`src/rtl/iomem_timer_pkg.sv`:
```
// Shared constants and helpers for the iomem timer peripheral.
package iomem_timer_pkg;

    // Register byte offsets, compared against {iomem_addr[4:2], 2'b00}
    localparam logic [4:0] TIMER_CTRL     = 5'h00;
    localparam logic [4:0] TIMER_PRESCALE = 5'h04;
    localparam logic [4:0] TIMER_COUNT    = 5'h08;
    localparam logic [4:0] TIMER_RELOAD   = 5'h0C;
    localparam logic [4:0] TIMER_STATUS   = 5'h10;

    // CTRL bit positions
    localparam int unsigned CTRL_EN    = 0;
    localparam int unsigned CTRL_AUTO  = 1;
    localparam int unsigned CTRL_IRQEN = 2;

    // Merge write data into an existing word, one byte per strobe bit
    function automatic logic [31:0] apply_wstrb(input logic [31:0] old_val,
                                                input logic [31:0] wdata,
                                                input logic [3:0]  wstrb);
        logic [31:0] merged;
        merged = old_val;
        for (int i = 0; i < 4; i++) begin
            if (wstrb[i]) merged[8*i +: 8] = wdata[8*i +: 8];
        end
        return merged;
    endfunction

endpackage

```
`src/rtl/timer_prescaler.sv`:
```
// Clock prescaler: emits a one-cycle tick every divisor+1 cycles while enabled.
module timer_prescaler #(
    parameter int unsigned WIDTH = 16
) (
    input  logic             clk,
    input  logic             resetn,
    input  logic             en,
    input  logic [WIDTH-1:0] divisor,
    output logic             tick
);

    logic [WIDTH-1:0] pcnt_q, pcnt_d;

    // Tick when the running count meets the divisor; a divisor lowered below pcnt
    // is only met after pcnt wraps through its full width.
    always_comb begin
        tick   = en && (pcnt_q == divisor);
        pcnt_d = pcnt_q;
        if (!en) begin
            pcnt_d = '0;
        end else if (tick) begin
            pcnt_d = '0;
        end else begin
            pcnt_d = pcnt_q + WIDTH'(1);
        end
    end

    // Prescaler count register
    always_ff @(posedge clk or negedge resetn) begin
        if (!resetn) begin
            pcnt_q <= '0;
        end else begin
            pcnt_q <= pcnt_d;
        end
    end

endmodule

```
`src/rtl/iomem_timer.sv`:
```
// Memory-mapped 32-bit down-counting timer with prescaler and level interrupt.
module iomem_timer
    import iomem_timer_pkg::*;
#(
    parameter int unsigned PRESCALE_WIDTH = 16
) (
    input  logic        clk,
    input  logic        resetn,
    input  logic        iomem_valid,
    input  logic [3:0]  iomem_wstrb,
    input  logic [31:0] iomem_addr,
    input  logic [31:0] iomem_wdata,
    output logic [31:0] iomem_rdata,
    output logic        iomem_ready,
    output logic        irq
);

    logic                      ready_q;
    logic [31:0]               rdata_q, rdata_d;
    logic [2:0]                ctrl_q, ctrl_d;
    logic [PRESCALE_WIDTH-1:0] prescale_q, prescale_d;
    logic [31:0]               count_q, count_d;
    logic [31:0]               reload_q, reload_d;
    logic                      expired_q, expired_d;
    logic                      irq_q;
    logic                      tick;

    logic        access;
    logic        wr;
    logic [4:0]  offset;
    logic        expire;
    logic [31:0] read_val;
    logic        unused_addr;

    assign unused_addr = ^{iomem_addr[31:5], iomem_addr[1:0]};

    // One wait state: accept only when ready is not already being returned
    assign access = iomem_valid && !ready_q;
    assign wr     = access && (iomem_wstrb != 4'b0000);
    assign offset = {iomem_addr[4:2], 2'b00};
    assign expire = tick && (count_q == 32'd0);

    timer_prescaler #(
        .WIDTH(PRESCALE_WIDTH)
    ) u_prescaler (
        .clk    (clk),
        .resetn (resetn),
        .en     (ctrl_q[CTRL_EN]),
        .divisor(prescale_q),
        .tick   (tick)
    );

    // Readback mux; COUNT returns the value held before this edge
    always_comb begin
        read_val = 32'd0;
        case (offset)
            TIMER_CTRL:     read_val = {29'd0, ctrl_q};
            TIMER_PRESCALE: read_val = 32'(prescale_q);
            TIMER_COUNT:    read_val = count_q;
            TIMER_RELOAD:   read_val = reload_q;
            TIMER_STATUS:   read_val = {31'd0, expired_q};
            default:        read_val = 32'd0;
        endcase
        rdata_d = access ? read_val : rdata_q;
    end

    // Register next-state: bus writes beat tick-side updates, except STATUS clear
    always_comb begin
        ctrl_d     = ctrl_q;
        prescale_d = prescale_q;
        count_d    = count_q;
        reload_d   = reload_q;
        expired_d  = expired_q;

        if (expire && !ctrl_q[CTRL_AUTO]) ctrl_d[CTRL_EN] = 1'b0;
        if (wr && offset == TIMER_CTRL && iomem_wstrb[0]) ctrl_d = iomem_wdata[2:0];

        if (wr && offset == TIMER_PRESCALE) begin
            prescale_d = PRESCALE_WIDTH'(apply_wstrb(32'(prescale_q), iomem_wdata,
                                                     iomem_wstrb));
        end

        if (wr && offset == TIMER_COUNT) begin
            count_d = apply_wstrb(count_q, iomem_wdata, iomem_wstrb);
        end else if (tick) begin
            if (count_q != 32'd0) begin
                count_d = count_q - 32'd1;
            end else if (ctrl_q[CTRL_AUTO]) begin
                count_d = reload_q;
            end
        end

        if (wr && offset == TIMER_RELOAD) begin
            reload_d = apply_wstrb(reload_q, iomem_wdata, iomem_wstrb);
        end

        if (expire) begin
            expired_d = 1'b1;
        end else if (wr && offset == TIMER_STATUS && iomem_wstrb[0] && iomem_wdata[0]) begin
            expired_d = 1'b0;
        end
    end

    // State registers, bus handshake and registered interrupt
    always_ff @(posedge clk or negedge resetn) begin
        if (!resetn) begin
            ready_q    <= 1'b0;
            rdata_q    <= 32'd0;
            ctrl_q     <= 3'd0;
            prescale_q <= '0;
            count_q    <= 32'd0;
            reload_q   <= 32'd0;
            expired_q  <= 1'b0;
            irq_q      <= 1'b0;
        end else begin
            ready_q    <= access;
            rdata_q    <= rdata_d;
            ctrl_q     <= ctrl_d;
            prescale_q <= prescale_d;
            count_q    <= count_d;
            reload_q   <= reload_d;
            expired_q  <= expired_d;
            irq_q      <= expired_q && ctrl_q[CTRL_IRQEN];
        end
    end

    assign iomem_ready = ready_q;
    assign iomem_rdata = rdata_q;
    assign irq         = irq_q;

endmodule
```
`config.mk`:
```
export PLATFORM = sky130hd
export DESIGN_NAME = iomem_timer
export DESIGN_NICKNAME = d
export VERILOG_FILES = /design/src/rtl/iomem_timer_pkg.sv /design/src/rtl/timer_prescaler.sv /design/src/rtl/iomem_timer.sv
export SDC_FILE = /design/constraint.sdc
export NUM_CORES = 1
export LEC_CHECK = 0
export CORE_MARGIN = 4
export CORE_UTILIZATION = 43
export DETAILED_ROUTE_END_ITERATION = 6
export MAX_ROUTING_LAYER = met4
export PLACE_DENSITY = 0.67
export SKIP_CTS_REPAIR_TIMING = 1
export SLEW_MARGIN = 20
export SYNTH_ARGS = -nofsm -noshare
export SYNTH_HDL_FRONTEND = slang
export SYNTH_HIERARCHICAL = 1
export SYNTH_SLANG_ARGS = --single-unit
```
`constraint.sdc`:
```
create_clock -name clk -period 5.42 [get_ports clk]
set_input_delay 1.355 -clock clk [delete_from_list [all_inputs] [get_ports clk]]
set_output_delay 1.355 -clock clk [all_outputs]
set_load 0.02 [all_outputs]
```
# After elaboration in Yosys (flattened, before gate mapping)
# Index checks and enable logic that the tools add are counted.
# op_classes
addsub	2
reduce_logical	34
muxes	15
n_eq_ne	9
# op_table
cell	n
$pmux 32 s5	1
$mux 32	4
$logic_not 32->1	1
$mux 16	2
$mux 8	4
$reduce_bool 32->1	1
$sub 32x1->32 const B	1
$add 16x1->16 const B	1
$eq 16x16->1	1
$logic_and 1x1->1	14
$reduce_and 2->1	6
$reduce_and 3->1	4
$ne 2x2->1 const B	4
$eq 3x2->1 const B	2
$reduce_bool 2->1	3
$logic_not 5->1	1
$mux 1	4
$reduce_bool 4->1	1
$eq 3x1->1 const B	1
$eq 3x3->1 const B	1
$reduce_bool 3->1	1
$logic_not 1->1	2
# totals
inputBits	71
ff_bits	134
word_cells	77
output_inout_bits	34

# Longest topological paths before layout
# depth
depth_word	8
depth_mapped	12
depth_no_buf	10

# Modules after synthesis
# Netlist, hierarchy kept.
# by_module_without_submodules
module	area_each_um2	seq_area_each_um2	n_inst	cells_per_inst
iomem_timer	6254.7	2952.8	1	639
timer_prescaler	930.9	400.4	1	97

# Worst setup path after synthesis
# OpenSTA, ideal clock, no wires.
# synth_path
kind	input -> register
start	in iomem_wstrb[1]
end	reg count_q[26]
setup_slack_ns	2.234
arrival_time_ns	3.067
required_time_ns	5.301
cell_stages	7
n_path_buf	1
setup_ns	0.119
cell_sequence	or4_1 -> a31oi_1 -> o41ai_4 -> nand2_1 -> clkbuf_1 -> o21ai_0 -> and2_1
# synth_via
elab_chain_len	5
elab_cells_between_ends	8
cone_classes	1 x eq/ne; 1 x mux; 6 x reduce/logical
# synth_rtl
element	line_no	text
start, declared	iomem_timer.sv:10	input logic [3:0] iomem_wstrb,
$reduce_bool 4->1 *	iomem_timer.sv:39	assign wr = access && (iomem_wstrb != 4'b0000);
$logic_and 1x1->1 *	iomem_timer.sv:39	
$logic_and 1x1->1 *	iomem_timer.sv:83	if (wr && offset == TIMER_COUNT) begin
$ne 2x2->1 (no line), or another cell as far along	--	
$reduce_and 3->1 (no line)	--	
end signal, assigned	iomem_timer.sv:120	count_q <= count_d;
end, declared	iomem_timer.sv:22	logic [31:0] count_q, count_d;
# Every way passes the cells marked *; elsewhere a longest branch is shown, timed or not.
# A chain may end at the register's enable or synchronous reset.

# Worst setup path in the final report
# layout_path
start	in iomem_addr[4]
end	reg count_q[19]
# layout_via
elab_chain_len	4
elab_cells_between_ends	7
cone_classes	2 x eq/ne; 1 x mux; 4 x reduce/logical
# layout_rtl
element	line_no	text
start, declared	iomem_timer.sv:11	input logic [31:0] iomem_addr,
$eq 3x2->1 *	iomem_timer.sv:83	
$logic_and 1x1->1 *	iomem_timer.sv:83	
$ne 2x2->1 (no line), or another cell as far along	--	
$reduce_and 3->1 (no line)	--	
# Marked as above.

==> reports/qor.csv <==
metric,value,unit
status,completed,
number of remaining DRC errors,0,
initial DRC count,422,
GRT Overall Usage,22.58,%
Util after Layout,54.91,%
asr flop ratio synth,100.0,%
GRT overflow,0,
sequential share of power,40.0,%
crit path max-delay cell type,nor3b_2,
peak supply drop,0.2508,mV
port bufs,75,
final slew viol count,0,
total routed wirelength,20000,um
antenna cells,0,
Post-Route Setup TNS,0,ps
Longest Clk Path Bufs,2,
"Req. time, crit path",5760,ps
"commonest non-fill, non-tap cell in the layout",dfrtp_1,
die extent in y,137.3,um
Sw Share,30.14,%
area grow syn2layout,23.16,%
Post-synth EDFFs,0,
simple-gate share of the synthesized area,17.15,%
# IOs,105,
die area,18840,um^2
unrepaired setup endpoints after global routing,false,
Syn Area/Cell,9.763,um^2
Slowest Stage Delay on Critical Path,680,ps
Die X,137.3,um
Num CTS Buffers,17,
Post-Route Skew,6.993,ps
layout cells sized above 1,16.28,%
Clock transition at path regs,60,ps
"flops & latches, synth",134,
P_int,2516,uW
most frequent cells in the layout,"dfrtp_1, nand2_1, clkdlybuf4s50_1",
CTS sink cnt,134,
initial antenna violation count,0,
initial core utilization,44.59,%
DRT antenna net count,0,
Hold Path Class,flip-flop to flip-flop,
combinational share of power,22.6,%
Skew-Pair Late Insertion Delay,430,ps
Pleak,0.003617,uW
top_reg_cell synth,dfrtp_1,
Slew headroom,37.61,%
Fin. Hold Viols,0,
Setup crit end kind,flip-flop,
CP cell instances,clkdlybuf4s50_1 > buf_4 > nor3b_2 > nand3_1 > o31a_2 > nand4_1 > o311ai_0 > a21oi_1,
sw power,1086,uW
Setup-failing EPs final,0,
"Seq/Total Area, Yosys",46.67,%
largest net degree at the start of global routing,107,
WP data arrival,4200,ps
vias per inst,5.846,
vias in the first global route,6009,
XOR/XNOR Fraction of Synth Area,5.485,%
pwr dens,407.0,nW/um^2
final worst path period need,3862,ps
routed vias,6039,
compound-gate portion of the synthesized area,16.77,%
DR WL/cell,19.36,um
CP Class,input pin to flip-flop,
core box area,16120,um^2
row cnt,46,
TritonRoute pass-1 iters,5,
max cap viols,0,
largest family of logic cells by synthesized area,simple AND/OR/NAND/NOR gates,
Synthesized Nets,810,
GPL Wtd Cong,0.9084,
Post-Synthesis Cell Area,7186,um^2
H-Tree Level Count,4,
Post-Synthesis Cells,736,
DP Wirelength,13770,um
worst-margin pin slew,927.3,ps
layout net count,878,
Synth Area in Adders,0.5224,%
Synthesis Warnings,6,
Crit Path Max Fanout,15,
Max Clk Rate,258.9,MHz
global-route wire length before repair,32100,um
Tcrit/Tclk final,71.26,%
multiplexer share of the synthesized area,10.17,%
CTS tree,done,
Yosys cell types,58,
Worst setup SP type,input pin,
CTS root buffer,clkbuf_16,
Clk pwr share,37.4,%
[path summary, 6_finish.rpt]
path	from	to	slack (ps)	cells past startpoint
min in group asynchronous	resetn	iomem_rdata[28]	870	1
max in group asynchronous	resetn	reload_q[15]	3780	2
worst max-delay path	iomem_addr[4]	count_q[19]	1560	8
worst min register to register	iomem_rdata[18]	iomem_rdata[18]	480	2
worst min-delay path	iomem_rdata[18]	iomem_rdata[18]	480	2
worst max register to register	prescale_q[10]	count_q[18]	1970	10
[power by group through the flow]
stage | clock (uW) | combinational, uW | sequential [uW]
after floorplan | 0 | 578 | 1390
after global placement | 0 | 784 | 1440
after detailed placement | 0 | 803 | 1450
after CTS | 1370 | 812 | 1440
after global routing | 1420 | 894 | 1470
final | 1350 | 812 | 1440
[registers in the layout, indices dropped and copies added, names as in the netlist]
register,cells
count_q,32
ctrl_q,3
expired_q,1
iomem_rdata,32
iomem_ready,1
irq,1
prescale_q,16
reload_q,32
u_prescaler/pcnt_q,16
[cells by family after synthesis]
kind of cell,Yosys count
xor+xnor,45
compound gates,177
buf+inv,53
simple gates,260
flops,134
fa+ha+maj,3
mux,64
[area by class of cell]
| cell class | count | area, um^2 |
|---|---|---|
| fill | 1385 | 7266 |
| multi-input combinational | 549 | 3610 |
| sequential | 134 | 3353 |
| timing repair buffer | 89 | 877.1 |
| clock buffer | 21 | 470.5 |
| tap | 216 | 270.3 |
| clock inverter | 11 | 220.2 |
| inverter | 13 | 48.80 |
[Yosys cell counts, drive strengths merged (6+ instances only)]
| cell | n | area share (%) |
|---|---|---|
| buf | 12 | 0.99 |
| nand2 | 104 | 5.4 |
| xor2 | 23 | 2.8 |
| o211ai | 6 | 0.63 |
| nor4 | 10 | 0.87 |
| inv | 13 | 0.68 |
| clkbuf | 27 | 1.4 |
| nand3 | 22 | 1.5 |
| dfrtp | 134 | 47 |
| xnor2 | 22 | 2.7 |
| o22a | 11 | 1.3 |
| nor3 | 13 | 0.98 |
| a21oi | 26 | 1.8 |
| nor2 | 56 | 2.9 |
| o21ai | 53 | 3.7 |
| a22oi | 30 | 3.1 |
| a31oi | 15 | 1.3 |
| nand2b | 8 | 0.70 |
| or4 | 11 | 1.3 |
| nor3b | 8 | 0.84 |
| mux2 | 62 | 9.7 |
| nand4 | 6 | 0.52 |
[stage by stage]
stage | setup slack, ps | total power (uW) | area (um^2) | hold WS, ps | std cells
6_report | 1558 | 3602 | 8850 | 476.1 | 1033
5_1_grt | 1372 | 3784 | 8850 | 492.4 | 1033
4_1_cts | 1586 | 3615 | 8822 | 476.0 | 1032
3_3_place_gp | 1206 | 2219 | 8132 | 463.1 | 1000
3_5_place_dp | 1151 | 2255 | 8132 | 463.4 | 1000
2_1_floorplan | 2234 | 1967 | 7186 | 469.3 | 736
[layer usage]
layer	global-route usage [%]	share of wire (%)	up-vias
met5	-	0	-
met4	8.315	2.5	0
met3	4.456	6.1	39
met2	35.26	47	229
met1	29.33	44	2967
li1	-	-	2804
[worst max-delay path, delay by kind of cell]
| kind | cells | cell delay, ps |
|---|---|---|
| AND/OR/NAND/NOR | 3 | 1490 |
| AO/OA/AOI/OAI | 3 | 770 |
| buffers and inverters | 2 | 580 |
Note: power is estimated with default switching activity, not from simulation.
